<file path="src/rtl/alu_ctrl.sv">
// Operand/opcode entry sequencer for the lab-board 8-op ALU: button-driven loads, opcode check, result display.
// Optional build macro ALU_CTRL_DEBOUNCE_EN adds a per-button synchronizer and debounce filter.
module alu_ctrl #(
  parameter int unsigned N         = 8,
  parameter int unsigned N_OP      = 6,
  parameter int unsigned DB_CYCLES = 4
) (
  input  logic            clk,
  input  logic            reset,
  input  logic [N-1:0]    sw,
  input  logic            btn_a,
  input  logic            btn_b,
  input  logic            btn_op,
  output logic [N-1:0]    alu_a,
  output logic [N-1:0]    alu_b,
  output logic [N_OP-1:0] alu_op,
  input  logic [N-1:0]    alu_result,
  output logic [N-1:0]    leds,
  output logic [1:0]      state,
  output logic            op_err
);

  if (N_OP > N || DB_CYCLES == 0) begin : g_param_chk
    $error("alu_ctrl: need N_OP <= N and DB_CYCLES >= 1");
  end

  typedef enum logic [1:0] {
    WAIT_A  = 2'b00,
    WAIT_B  = 2'b01,
    WAIT_OP = 2'b10,
    SHOW    = 2'b11
  } state_t;

  localparam int unsigned BTN_A  = 0;
  localparam int unsigned BTN_B  = 1;
  localparam int unsigned BTN_OP = 2;

  logic [2:0] w_btn_raw;
  logic [2:0] w_level;
  logic [2:0] r_hist;
  logic [2:0] w_pulse;

  assign w_btn_raw = {btn_op, btn_b, btn_a};

`ifdef ALU_CTRL_DEBOUNCE_EN
  localparam int unsigned CNT_W = (DB_CYCLES > 1) ? $clog2(DB_CYCLES) : 1;

  logic [2:0]       r_sync1;
  logic [2:0]       r_sync2;
  logic [2:0]       r_filt;
  logic [CNT_W-1:0] r_cnt [3];

  // Filtered level follows the synchronized level only after DB_CYCLES stable samples.
  always_ff @(posedge clk) begin
    if (reset) begin
      r_sync1 <= '1;
      r_sync2 <= '1;
      r_filt  <= '1;
      r_hist  <= '1;
      for (int i = 0; i < 3; i++) r_cnt[i] <= '0;
    end else begin
      r_sync1 <= w_btn_raw;
      r_sync2 <= r_sync1;
      r_hist  <= r_filt;
      for (int i = 0; i < 3; i++) begin
        if (r_sync2[i] != r_filt[i]) begin
          if (r_cnt[i] == CNT_W'(DB_CYCLES - 1)) begin
            r_filt[i] <= r_sync2[i];
            r_cnt[i]  <= '0;
          end else begin
            r_cnt[i] <= r_cnt[i] + 1'b1;
          end
        end else begin
          r_cnt[i] <= '0;
        end
      end
    end
  end

  assign w_level = r_filt;
`else
  // History resets high so a button held through reset never produces a pulse.
  always_ff @(posedge clk) begin
    if (reset) r_hist <= '1;
    else       r_hist <= w_btn_raw;
  end

  assign w_level = w_btn_raw;
`endif

  assign w_pulse = w_level & ~r_hist;

  state_t          r_state, w_state_nxt;
  logic [N-1:0]    r_a, w_a_nxt;
  logic [N-1:0]    r_b, w_b_nxt;
  logic [N_OP-1:0] r_op, w_op_nxt;
  logic [N-1:0]    r_leds, w_leds_nxt;
  logic            r_err, w_err_nxt;
  logic [N_OP-1:0] w_sw_op;
  logic            w_op_valid;

  assign w_sw_op = sw[N_OP-1:0];

  // Opcodes implemented by the ALU.
  always_comb begin
    w_op_valid = 1'b0;
    case (w_sw_op)
      N_OP'(32), N_OP'(34), N_OP'(36), N_OP'(37),
      N_OP'(38), N_OP'(3),  N_OP'(2),  N_OP'(39): w_op_valid = 1'b1;
      default: w_op_valid = 1'b0;
    endcase
  end

  always_ff @(posedge clk) begin
    if (reset) begin
      r_state <= WAIT_A;
      r_a     <= '0;
      r_b     <= '0;
      r_op    <= '0;
      r_leds  <= '0;
      r_err   <= 1'b0;
    end else begin
      r_state <= w_state_nxt;
      r_a     <= w_a_nxt;
      r_b     <= w_b_nxt;
      r_op    <= w_op_nxt;
      r_leds  <= w_leds_nxt;
      r_err   <= w_err_nxt;
    end
  end

  // Only the button expected in the current state has any effect.
  always_comb begin
    w_state_nxt = r_state;
    w_a_nxt     = r_a;
    w_b_nxt     = r_b;
    w_op_nxt    = r_op;
    w_leds_nxt  = r_leds;
    w_err_nxt   = r_err;
    case (r_state)
      WAIT_A: begin
        if (w_pulse[BTN_A]) begin
          w_a_nxt     = sw;
          w_state_nxt = WAIT_B;
        end
      end
      WAIT_B: begin
        if (w_pulse[BTN_B]) begin
          w_b_nxt     = sw;
          w_state_nxt = WAIT_OP;
        end
      end
      WAIT_OP: begin
        if (w_pulse[BTN_OP]) begin
          if (w_op_valid) begin
            w_op_nxt    = w_sw_op;
            w_err_nxt   = 1'b0;
            w_state_nxt = SHOW;
          end else begin
            w_err_nxt = 1'b1;
          end
        end
      end
      SHOW: begin
        w_leds_nxt = alu_result;
        if (w_pulse[BTN_A]) begin
          w_a_nxt     = sw;
          w_state_nxt = WAIT_B;
        end
      end
      default: w_state_nxt = WAIT_A;
    endcase
  end

  assign alu_a  = r_a;
  assign alu_b  = r_b;
  assign alu_op = r_op;
  assign leds   = r_leds;
  assign state  = r_state;
  assign op_err = r_err;

endmodule
</file>
<file path="config.mk">
export PLATFORM = sky130hd
export DESIGN_NAME = alu_ctrl
export DESIGN_NICKNAME = d
export VERILOG_FILES = /design/src/rtl/alu_ctrl.sv
export SDC_FILE = /design/constraint.sdc
export NUM_CORES = 1
export LEC_CHECK = 0
export ABC_AREA = 0
export CAP_MARGIN = 30
export CORE_AREA = 8 8 63 65
export CTS_BUF_LIST = sky130_fd_sc_hd__clkbuf_4 sky130_fd_sc_hd__clkbuf_8
export DETAILED_ROUTE_END_ITERATION = 10
export DIE_AREA = 0 0 71 73
export DONT_BUFFER_PORTS = 1
export PLACE_DENSITY = 0.62
export REMOVE_ABC_BUFFERS = 1
export SYNTH_ARGS = -nofsm -noshare
export SYNTH_HDL_FRONTEND = slang
export SYNTH_SLANG_ARGS = --single-unit
export TNS_END_PERCENT = 30
</file>
<file path="constraint.sdc">
create_clock -name clk -period 1.8 [get_ports clk]
set_input_delay 0.36 -clock clk [delete_from_list [all_inputs] [get_ports clk]]
set_output_delay 0.36 -clock clk [all_outputs]
set_load 0.01 [all_outputs]
</file>
==> results.tsv <==
stage	metric	value	unit
outcome	status	finished clean	
cells_and_area	design_area	0.00155	mm2
clocking	ctsRootBufferMaster	clkbuf_4	
yosys	synth_edf_count	0	
placement	placed_cell_area	0.00147	mm2
setup_path	crit_required	2.03	ns
placement	gp_congestion	0.647	
global_routing	grt_max_degree	37	
cells_and_area	final_cells	175	
setup_path	r2r_setup_slack	0.25	ns
setup_path	path_max_fanout	4	
clocking	cts_tree	yes	
setup_path	critPathKind	flop to flop	
yosys	syn-cell-area	0.00143	mm2
floorplan	rows	20	
timing	finalClockSkew	0.0123	ns
floorplan	die-width	71	um
cells_and_area	antenna_cells	0	
yosys	ys_ff_latch	36	
setup_path	worst_setup_path_start_kind	flop	
setup_path	end_kind	flop	
placement	place_hpwl	2.31	mm
clocking	numCtsBuffers	5	
min_path	hp-class	input pin to flop	
clocking	clk_pin_slew	0.11	ns
routing	ant_nets	0	
timing	maxSlewHeadroom	70.5	%
yosys	synth_area_leaders	dfxtp_1, mux2i_1, nor2_1, ha_1, o2111ai_4	
timing	rsz0062_at_grt	no	
setup_path	endpoint	state[1]$_SDFFE_PP0P_	
timing	report.final.slew_viol_count	0	
floorplan	die_h	73	um
clocking	ctsHoldBuffers	0	
timing	min_period	1.55	ns
cells_and_area	fin_nets	165	
yosys	avgSynthCellArea	10.4	um2
yosys	yosys.area.top_type_share	50.4	%
pwr	p_seq_share	51.1	%
floorplan	core_area	0.00295	mm2
pwr	combPwrFrac	16.5	%
timing	fin_crit_sh	86.2	%
global_routing	grt_pass1_vias	999	
floorplan	dieArea	0.00518	mm2
yosys	async_reset_ff_share	0	%
timing	hold_violations	0	
placement	place_inst	167	
routing	dr.pass1.iters	4	
routing	num_vias	940	
floorplan	boundaryPins	54	
pwr	internal-power	1.29	mW
setup_path	ff2ff_path_depth	4	
run	drv_cap	0	
cells_and_area	area_growth	8.58	%
pwr	clkPwrFrac	32.4	%
timing	tightest_slew	0.442	ns
routing	wl_per_cell	17.3	um
global_routing	antenna_found_initial	0	
yosys	synth_common_cells	dfxtp_1, nor2_1, mux2i_1	
timing	fin_ws	0.248	ns
timing	fmax	0.644	GHz
placement	portBuffers	0	
yosys	ys_seq_area_share	50.4	%
clocking	clock_path_buffers	2	
clocking	postCtsSetupBuffers	0	
global_routing	gr-total-overflow	0	
clocking	h-tree-depth	2	
routing	routed_wl	3.03	mm
global_routing	grt_pass1_wl	4.81	mm
global_routing	grt_util_all_layers	11.9	%
routing	routed_via_density	5.37	
placement	place_ws	0.254	ns
cells_and_area	final_util	52.5	%
routing	first_iter_violations	26	
pwr	p_leak	0.728	nW
yosys	synth_cell_type_count	26	
setup_path	critPathLaunch	state[1]$_SDFFE_PP0P_	
setup_path	worstPathArrival	1.78	ns
yosys	synth_flop_cell	dfxtp_1	
setup_path	r2r-end	state[1]$_SDFFE_PP0P_	
yosys	yosysMostFrequentCell	dfxtp_1	
yosys	yosysWarnings	0	
clocking	post_cts_resized	0	
timing	setup_viol	0	
pwr	power_density	1120	mW/mm2
cells_and_area	drive_above_1_share	15.5	%
timing	setup_tns	0	ns
clocking	clock_latency	0.33	ns
setup_path	worstReg2RegStart	state[1]$_SDFFE_PP0P_	
clocking	cts.sinks	36	
floorplan	start_util	48.4	%
yosys	synth_top_cell_by_area	dfxtp_1	
pwr	vdd_drop_max	0.792	mV
routing	drc	0	
pwr	swShare	25.6	%
yosys	synthCells	137	
pwr	p_switching	444	uW
-- registers in the layout, indices dropped and copies added (netlist names) --
register and cells:
state 2, r_hist 3, alu_a 8, leds 8, alu_op 6, alu_b 8, op_err 1
-- logic make-up (layout without fill, tap and decap cells) --
family / Yosys count / count (layout) / synth area share, %
buffers and inverters: 13 / 18 / 3.59
adders and majority gates: 3 / 3 / 2.63
and+or+nand+nor: 50 / 50 / 19.0
AOI/OAI and AO/OA: 8 / 8 / 5.08
muxes: 27 / 27 / 19.3
DFF: 36 / 36 / 50.4
-- critical path, stage by stage (launching register included) --
cell     delay [ns]
dfxtp_1        0.45
ha_1           0.30
o21ai_0        0.13
and4_4         0.28
mux2_4         0.30
-- cell usage in the layout (no fill, tap or decap), types with 2 or more instances in the layout --
cell,n
and2b_1,2
mux2i_1,26
dfxtp_1,36
and2_1,2
o21ai_0,2
nor2_1,33
a21oi_1,2
or2_2,3
buf_4,4
clkbuf_4,6
inv_1,6
nand3b_1,3
ha_1,3
-- power by group through the flow --
stage	Clock, mW	Sequential, mW	Combinational, mW
floorplan	0	0.906	0.209
global placement	0	0.905	0.269
detailed placement	0	0.906	0.286
CTS	0.575	0.888	0.288
global route	0.611	0.893	0.309
finish	0.562	0.886	0.287
-- worst min-delay path by stage --
| stage | startpoint | endpoint | depth (start not counted) |
|---|---|---|---|
| after detailed placement | reset | alu_b[2]$_SDFFE_PP0P_ | 1 |
| after floorplan | reset | alu_a[0]$_SDFFE_PP0P_ | 1 |
| after global routing | reset | alu_b[4]$_SDFFE_PP0P_ | 1 |
| final | reset | alu_b[4]$_SDFFE_PP0P_ | 1 |
| after global placement | reset | alu_b[0]$_SDFFE_PP0P_ | 1 |
| after CTS | reset | alu_b[4]$_SDFFE_PP0P_ | 1 |
-- metrics by stage --
| step | total power [mW] | hold slack [ns] |
|---|---|---|
| 4_1_cts | 1.75 | 0.0702 |
| 2_1_floorplan | 1.11 | 0.432 |
| 6_report | 1.74 | 0.0790 |
| 3_5_place_dp | 1.19 | 0.440 |
| 3_3_place_gp | 1.17 | 0.437 |
| 5_1_grt | 1.81 | 0.0525 |
-- layer usage --
metal / global-route usage (%) / part of all wire (%) / vias up / routed length [um]
li1: - / - / 463 / -
met1: 11.2 / 36 / 429 / 1100
met2: 19.2 / 46 / 43 / 1380
met3: 9.20 / 17 / 5 / 516
met4: 4.85 / 1.1 / 0 / 32
met5: 0 / 0 / - / 0
-- area by class of cell --
cell class,count,area [um2]
Clock buffer,6,45.0
Clock inverter,2,35.0
Fill cell,292,1400
Inverter,6,22.5
Multi-Input combinational cell,88,657
Sequential cell,36,721
Tap cell,33,41.3
Timing Repair Buffer,4,30.0
Power figures use the tool's default switching activity.
==> RTL change (config.mk and constraints unchanged) <==
Take the reset off `r_a`, `r_b` and `r_op` and load them in a clocked block of their own.
--- a/src/rtl/alu_ctrl.sv
+++ b/src/rtl/alu_ctrl.sv
@@ -114,19 +114,19 @@
   always_ff @(posedge clk) begin
     if (reset) begin
       r_state <= WAIT_A;
-      r_a     <= '0;
-      r_b     <= '0;
-      r_op    <= '0;
       r_leds  <= '0;
       r_err   <= 1'b0;
     end else begin
       r_state <= w_state_nxt;
-      r_a     <= w_a_nxt;
-      r_b     <= w_b_nxt;
-      r_op    <= w_op_nxt;
       r_leds  <= w_leds_nxt;
       r_err   <= w_err_nxt;
     end
+  end
+
+  always_ff @(posedge clk) begin
+    r_a  <= w_a_nxt;
+    r_b  <= w_b_nxt;
+    r_op <= w_op_nxt;
   end
 
   // Only the button expected in the current state has any effect.
Formal check against the unedited RTL: not equivalent (a bounded check fails within 4 cycles, from zero or initial values and one cycle with reset high).
==> RTL change against the original RTL <==
Power is 12% lower; routed wire length is 26% lower; worst setup slack got worse by 0.19 ns; worst hold slack improved by 0.0023 ns; via count shrank 31%; sequential cell count unchanged; synthesized area is 11% lower; die area unchanged; clock skew about the same; design area shrank 9.9%.
==> RTL change: results (changes against the original RTL) <==
| Metric | Value |
|---|---|
| Largest net degree at the start of global routing | `17 (-54%)` |
| Worst hold margin | `0.0813 ns (+0.00227 ns)` |
| Post-DP HPWL | `1.77 mm (-24%)` |
| Pre-CTS setup slack | `-0.0431 ns (-0.297 ns)` |
| Ys flop type | `edfxtp_1` |
| GRT Total Usage | `8.70% (-3.2 points)` |
| Leakage | `0.487 nW (-33%)` |
| Gpl congestion | `0.704 (+8.9%)` |
| Outcome | `complete, no violations` |
| Worst Path Arrival | `1.96 ns (+0.18 ns)` |
| Final Instance Count excl. Fillers | `129 (-26%)` |
| Share of cells above drive strength 1 | `18.8% (+3.3 points)` |
| M1 wire length | `998 µm (-9.3%)` |
| Synth unique cells | `18 (-31%)` |
| Vias in the first global route | `666 (-33%)` |
| Met3 wire length | `275 µm (-47%)` |
| Initial DRC Count | `23 (-12%)` |
| Worst setup margin | `0.0582 ns (-0.190 ns)` |
| Top post-synthesis cells by area | `edfxtp_1 52%, dfxtp_1 22%, mux2i_1 6.3%` |
| Syn avg cell area | `15.0 µm² (+44%)` |
| Crit path max fanout | `3 (-1)` |
| First-pass GRT wire length | `3.37 mm (-30%)` |
| Setup Skew | `0.0125 ns (+0.000120 ns)` |
| Register area share after synthesis | `73.8% (+23 points)` |
| Routed Wire Length | `2.24 mm (-26%)` |
RTL change: changes by cell type in the layout (fill, tap and decap cells not counted), sizes merged, moves of 2 or more:
cell    before  now
edfxtp       0   22
mux2i       26    8
and2b        3    0
nor2        33   14
clkinv       1    3
dfxtp       36   14
and2         2    0
a21oi        2    0
RTL change: layer usage:
metal,GRT usage [%],vias to the layer above
li1,-,315
met1,9.30,287
met2,12.6,46
met4,3.46,0
met3,6.73,4
met5,0,-
RTL change: final timing paths:
kind,from,to,depth (start not counted)
min,reset,leds[3],1
max reg2reg,state[0],state[1],5
min reg2reg,op_err,op_err,2
max,state[0],state[1],5
RTL change: cell families (layout without fill, tap and decap cells):
logic type / Yosys count / in the layout / share of synthesized area (%)
mux: 10 / 10 / 8.05
simple gates: 24 / 24 / 9.52
compound gates: 4 / 4 / 2.65
fa+ha+maj: 4 / 4 / 3.93
buf+inv: 7 / 18 / 2.06
flops: 36 / 36 / 73.8
RTL change: worst max-delay path, delay by kind of cell, from the launching register on:
kind | cells | cell delay, ns
adder cells (fa/ha/maj) | 1 | 0.33
buffers and inverters | 1 | 0.06
flip-flops | 1 | 0.35
multiplexers | 1 | 0.35
AO/OA/AOI/OAI | 2 | 0.55
RTL change: through the flow:
stage	area [µm²]	TNS, ns	power (W)
4_1_cts	1400	0	0.00155
3_3_place_gp	1350	-0.00635	0.00116
6_report	1400	0	0.00153
2_1_floorplan	1270	-0.209	0.00111
3_5_place_dp	1350	-0.0781	0.00116
5_1_grt	1400	0	0.00160
RTL change: cell type report:
type / count / area [µm²]
Clock inverter: 3 / 13.8
Inverter: 5 / 18.8
Clock buffer: 5 / 37.5
Timing Repair Buffer: 5 / 37.5
Tap cell: 33 / 41.3
Sequential cell: 36 / 941
Fill cell: 259 / 1560
Multi-Input combinational cell: 42 / 308
RTL change: power breakdown:
part	total (W)	switching, W	internal (W)	leakage, nW
clock network	0.000384	0.000241	0.000143	0.0324
logic	0.000189	0.0000946	0.0000947	0.142
registers	0.000955	0.0000330	0.000922	0.313
